==> src/rtl/rtype_exec_ctrl.sv <==
// Multi-cycle MIPS R-type execute controller driving a 32x32 register-file port.
// Optional build macro RTYPE_SHIFT_EN adds sll/srl/sra (funct 0x00/0x02/0x03).
//
// state  | meaning
// IDLE   | ready for a new instruction; read addresses latched on handshake
// READ   | register file presents operands; captured at end of cycle
// EXEC   | ALU result, flags and write-port values registered
// WB     | write port / done / err visible for exactly one cycle
module rtype_exec_ctrl #(
    parameter int DATA_W = 32,
    parameter int ADDR_W = 5
) (
    input  logic              clk_Regs,
    input  logic              rst_n,
    input  logic [31:0]       inst,
    input  logic              inst_valid,
    output logic              inst_ready,
    output logic [ADDR_W-1:0] R_Addr_A,
    output logic [ADDR_W-1:0] R_Addr_B,
    input  logic [DATA_W-1:0] R_Data_A,
    input  logic [DATA_W-1:0] R_Data_B,
    output logic              Reg_Write,
    output logic [ADDR_W-1:0] W_Addr,
    output logic [DATA_W-1:0] W_Data,
    output logic              done,
    output logic              err,
    output logic              ZF,
    output logic              OF
);

    typedef enum logic [1:0] {S_IDLE, S_READ, S_EXEC, S_WB} state_t;

    state_t state, state_nx;

    logic [5:0]        op_q;
    logic [5:0]        funct_q;
    logic [ADDR_W-1:0] rd_q;
    logic [DATA_W-1:0] opa, opb;
    logic [DATA_W-1:0] result;
    logic              legal;
    logic              ovf;

`ifdef RTYPE_SHIFT_EN
    logic [4:0] shamt_q;
`else
    // shamt has no consumer without the shift extension
    logic unused_shamt;
    assign unused_shamt = ^inst[10:6];
`endif

    always_ff @(posedge clk_Regs) begin
        if (!rst_n) state <= S_IDLE;
        else        state <= state_nx;
    end

    always_comb begin
        state_nx = state;
        case (state)
            S_IDLE: if (inst_valid && inst_ready) state_nx = S_READ;
            S_READ: state_nx = S_EXEC;
            S_EXEC: state_nx = S_WB;
            S_WB:   state_nx = S_IDLE;
            default: state_nx = S_IDLE;
        endcase
    end

    always_comb begin
        result = '0;
        legal  = 1'b0;
        ovf    = 1'b0;
        if (op_q == 6'h00) begin
            case (funct_q)
                6'h20: begin
                    result = opa + opb;
                    legal  = 1'b1;
                    ovf    = (opa[DATA_W-1] == opb[DATA_W-1]) && (result[DATA_W-1] != opa[DATA_W-1]);
                end
                6'h21: begin result = opa + opb; legal = 1'b1; end
                6'h22: begin
                    result = opa - opb;
                    legal  = 1'b1;
                    ovf    = (opa[DATA_W-1] != opb[DATA_W-1]) && (result[DATA_W-1] != opa[DATA_W-1]);
                end
                6'h23: begin result = opa - opb;    legal = 1'b1; end
                6'h24: begin result = opa & opb;    legal = 1'b1; end
                6'h25: begin result = opa | opb;    legal = 1'b1; end
                6'h26: begin result = opa ^ opb;    legal = 1'b1; end
                6'h27: begin result = ~(opa | opb); legal = 1'b1; end
                6'h2A: begin
                    result = {{(DATA_W-1){1'b0}}, ($signed(opa) < $signed(opb))};
                    legal  = 1'b1;
                end
                6'h2B: begin
                    result = {{(DATA_W-1){1'b0}}, (opa < opb)};
                    legal  = 1'b1;
                end
`ifdef RTYPE_SHIFT_EN
                6'h00: begin result = opb << shamt_q; legal = 1'b1; end
                6'h02: begin result = opb >> shamt_q; legal = 1'b1; end
                6'h03: begin result = DATA_W'($signed(opb) >>> shamt_q); legal = 1'b1; end
`endif
                default: ;
            endcase
        end
    end

    always_ff @(posedge clk_Regs) begin
        if (!rst_n) begin
            inst_ready <= 1'b1;
            R_Addr_A   <= '0;
            R_Addr_B   <= '0;
            Reg_Write  <= 1'b0;
            W_Addr     <= '0;
            W_Data     <= '0;
            done       <= 1'b0;
            err        <= 1'b0;
            ZF         <= 1'b0;
            OF         <= 1'b0;
            op_q       <= '0;
            funct_q    <= '0;
            rd_q       <= '0;
            opa        <= '0;
            opb        <= '0;
`ifdef RTYPE_SHIFT_EN
            shamt_q    <= '0;
`endif
        end else begin
            inst_ready <= (state_nx == S_IDLE);
            Reg_Write  <= 1'b0;
            done       <= 1'b0;
            err        <= 1'b0;
            case (state)
                S_IDLE: begin
                    if (inst_valid && inst_ready) begin
                        op_q     <= inst[31:26];
                        funct_q  <= inst[5:0];
                        rd_q     <= inst[15:11];
                        R_Addr_A <= inst[25:21];
                        R_Addr_B <= inst[20:16];
`ifdef RTYPE_SHIFT_EN
                        shamt_q  <= inst[10:6];
`endif
                    end
                end
                S_READ: begin
                    opa <= R_Data_A;
                    opb <= R_Data_B;
                end
                S_EXEC: begin
                    W_Addr    <= rd_q;
                    W_Data    <= result;
                    done      <= 1'b1;
                    err       <= !legal || ovf;
                    Reg_Write <= legal && !ovf && (rd_q != '0);
                    // illegal instructions must not disturb the flags
                    if (legal) begin
                        ZF <= (result == '0);
                        OF <= ovf;
                    end
                end
                default: ;
            endcase
        end
    end

endmodule
==> config.mk <==
export PLATFORM = sky130hd
export DESIGN_NAME = rtype_exec_ctrl
export DESIGN_NICKNAME = d
export VERILOG_FILES = /design/src/rtl/rtype_exec_ctrl.sv
export SDC_FILE = /design/constraint.sdc
export NUM_CORES = 1
export LEC_CHECK = 0
export CAP_MARGIN = 20
export CELL_PAD_IN_SITES_DETAIL_PLACEMENT = 2
export CELL_PAD_IN_SITES_GLOBAL_PLACEMENT = 2
export CORE_UTILIZATION = 33
export DETAILED_ROUTE_END_ITERATION = 12
export PLACE_DENSITY = 0.85
export SLEW_MARGIN = 20
export SYNTH_ARGS = -nofsm -noshare
export SYNTH_HDL_FRONTEND = slang
export SYNTH_SLANG_ARGS = --single-unit
==> constraint.sdc <==
create_clock -name clk_Regs -period 4.2 [get_ports clk_Regs]
set_clock_uncertainty 0.05 [all_clocks]
set_input_delay 0.84 -clock clk_Regs [delete_from_list [all_inputs] [get_ports clk_Regs]]
set_output_delay 0.84 -clock clk_Regs [all_outputs]
set_load 0.05 [all_outputs]
==> flow_summary.yaml <==
floorplanning:
  dieWidth_um: 188
  fp.dieH_um: 188
  io_pins: 152
  coreArea_sq_mm: 0.0338
  start_util_pct: 33.7
  num_rows: 67
  die_area_sq_mm: 0.0353
finish:
  syn_to_final_growth_pct: 26.2
  multi_input_area_sq_mm: 0.00796
  drive_gt1_share_pct: 10.5
  diodes: 0
  final_common_cell: "clkdlybuf4s50_1"
  final_nets: 1816
  final_cell_mix: "145 x clkdlybuf4s50_1, 136 x nand2_1, 135 x dfxtp_1, 114 x ha_1, 108 x inv_1"
  final_cells: 2060
  fillers: 3762
  seq_area_sq_mm: 0.00272
pwr:
  total_leakage_power_nw: 5.47
  peakVddDrop_mv: 0.422
  p_clk_share_pct: 18.6
  seq_power_share_pct: 20.0
  sw_frac_of_total_pct: 48.3
  p_comb_share_pct: 61.4
  switchingPower_mw: 4.18
  intPower_mw: 4.48
  pwr_density_cell_mw_per_mm2: 602
detailed_routing:
  drt_wl_total_mm: 48.3
  wl_per_cell_um: 23.4
  drt_pass1_iterations: 5
  num_vias: 11743
  top_layer: "met5"
  ant_nets: 0
  dr_wl_met3_mm: 2.95
  vias_per_cell: 5.70
  drc: 0
  drtIter0Drc: 741
  met2_length_mm: 22.8
  wl_met1_mm: 21.2
clock_tree:
  cts.htree.levels: 4
  cts_tree: "yes"
  clockBufferDepth: 2
  root_buffer: "clkbuf_16"
  cts_buffers: 17
  cts.sinks: 136
  worst_skew_pair.late_latency_ns: 0.46
  clkSlewWorstSetupHoldPaths_ns: 0.07
setup_path:
  r2r_slack_ns: 0.13
  crit_path_end_kind: "flop"
  r2r_end: "ZF$_SDFFE_PN0P_"
  reg2reg_from: "opa[0]$_SDFFE_PN0N_"
  path_class: "flop to flop"
  startpoint_type: "flop"
  worstPathMaxFanout: 4
  ff2ff_path_depth: 15
  worstPathRequired_ns: 4.53
  arrival_ns: 4.40
logic_synthesis:
  synth_ff_type: "dfxtp_1"
  yosys_warnings: 0
  synth.yosys.seq_area_share_pct: 23.9
  synth_area_sq_mm: 0.0114
  avgSynthCellArea_sq_um: 7.96
  synthCells: 1432
  syn-num-nets: 1649
  synth_cell_types: 90
  synth_edf_count: 0
  async_reset_ff_share_pct: 0
  ys_ff_latch: 136
grt:
  grt_pass1_vias: 12982
  grt_max_degree: 102
  antenna_found_initial: 1
  grt_usage_pct: 27.3
  grt_pass1_wl_mm: 74.7
  grt_overflow: 0
timing:
  period_share_pct: 96.9
  hold_viol_final: 0
  max-slew-margin-rel_pct: 35.6
  tns_ns: 0
  finalSetupViolations: 0
  worst_pin_slew_ns: 0.966
  worst_hold_slack_ns: 0.411
  fin_crit_ns: 4.07
  slew_viol_final: 0
  fmax_ghz: 0.246
place:
  gp_congestion: 0.910
  placed_cells: 2027
  portBuffers: 146
  dp_hpwl_mm: 36.4
worst_hold_path:
  min_path_cells: 2
  min_from: "W_Data[4]$_SDFFE_PN0P_"
  hold_end: "W_Data[4]$_SDFFE_PN0P_"
  min-delay-path-class: "flop to flop"
job:
  cap_violations: 0
outcome:
  status: "complete, no violations"
-- kinds of logic after synthesis --
logic type | count (synthesis) | synth area share, %
AOI/OAI and AO/OA | 420 | 25.9
xor gates and xnor gates | 40 | 3.07
adders and majority gates | 118 | 13.1
buffers and inverters | 196 | 6.99
DFF | 136 | 23.9
muxes | 89 | 7.82
and+or+nand+nor | 433 | 19.2
-- area by class of cell --
cell class	instances	share of cell area, %
multi-input combinational	1100	55.3
inverter	110	2.89
tap	448	3.90
clock inverter	13	1.09
timing repair buffer	234	14.7
sequential	136	18.9
clock buffer	19	3.15
-- flip-flops by register name, summed over array words and instances (netlist names) --
signal and count:
W_Data 32, opb 32, op_q 6, OF 1
rd_q 5, err 1, W_Addr 5, opa 32
R_Addr_A 5, state 2, inst_ready 1, done 1
R_Addr_B 5, funct_q 6, Reg_Write 1, ZF 1
-- cell usage after synthesis, types with 6 or more instances --
library cell	instances	area (sq um)
a2111oi_0	10	87.6
a211o_1	9	78.8
a211oi_1	14	105
a21boi_0	33	248
a21o_1	10	75.1
a21oi_1	86	430
a22o_1	19	166
a22oi_1	7	52.6
a31oi_1	11	68.8
and2_1	9	56.3
and3_1	10	62.6
buf_1	9	33.8
buf_2	17	85.1
clkbuf_1	53	199
dfxtp_1	136	2720
ha_1	116	1450
inv_1	108	405
mux2i_1	89	891
nand2_1	136	510
nand2b_1	10	62.6
nand3_1	17	85.1
nand4_1	19	119
nor2_1	85	319
nor2b_1	81	507
nor3_1	15	75.1
nor4_1	13	81.3
o211ai_1	19	143
o21a_1	10	75.1
o21ai_0	84	420
o21ba_2	6	60.1
o21bai_1	8	60.1
o31a_1	7	61.3
o31ai_1	16	120
or2_2	6	37.5
or3_1	6	37.5
xnor2_1	25	219
xor2_1	15	131
-- worst max-delay path, cell delays in order (launching register included) --
cell and delay (ns):
dfxtp_1 0.34, inv_1 0.09, ha_1 0.19, inv_1 0.07, fa_1 0.39, nor2b_1 0.18
o2111ai_2 0.37, a2111oi_1 0.17, a211oi_2 0.31, a2111oi_0 0.17, or4_4 0.54, a211o_1 0.30
or3_1 0.33, nor4_2 0.14, nand4_1 0.18, a21oi_1 0.18
-- metrics by stage --
| stage | power, mW | setup slack, ns | utilization (%) | cell area [sq um] |
|---|---|---|---|---|
| after floorplan | 5.02 | 0.888 | - | 11400 |
| after CTS | 8.56 | 0.0750 | 42.4 | 14300 |
| after global routing | 9.17 | -0.00312 | 42.6 | 14400 |
| after global placement | 6.64 | 0.239 | 40.6 | 13700 |
| final | 8.66 | 0.132 | 42.6 | 14400 |
| after detailed placement | 6.87 | 0.131 | 40.6 | 13700 |
-- power by group through the flow --
stage	combinational [mW]	sequential (mW)	clock [mW]
6_report	5.32	1.73	1.61
5_1_grt	5.70	1.76	1.70
4_1_cts	5.18	1.73	1.64
3_5_place_dp	5.12	1.76	0
3_3_place_gp	4.92	1.73	0
2_1_floorplan	3.23	1.79	0
-- routing by layer --
metal | GRT usage, % | up-vias
met5 | 0 | -
met4 | 10.5 | 2
met3 | 6.25 | 88
met2 | 46.2 | 363
met1 | 33.3 | 5880
li1 | - | 5410
-- how the worst max path moves through the flow --
stage                         startpoint              end  slack [ns]  cells past startpoint
floorplan            opb[0]$_SDFFE_PN0N_  ZF$_SDFFE_PN0P_        0.89                     14
global placement     opa[0]$_SDFFE_PN0N_  ZF$_SDFFE_PN0P_        0.24                     15
detailed placement  opa[11]$_SDFFE_PN0N_  ZF$_SDFFE_PN0P_        0.13                     13
CTS                 opa[11]$_SDFFE_PN0N_  ZF$_SDFFE_PN0P_        0.08                     13
global route         opa[0]$_SDFFE_PN0N_  ZF$_SDFFE_PN0P_      -0.003                     16
finish               opa[0]$_SDFFE_PN0N_  ZF$_SDFFE_PN0P_        0.13                     15
-- repair_timing --
| action | 4_1_cts | 5_1_grt |
|---|---|---|
| setup endpoints to repair | 0 | 2 |
| gates resized for setup | 0 | 8 |
| hold buffers | 0 | 0 |
| setup buffers | 0 | 1 |
Power figures use the tool's default switching activity.
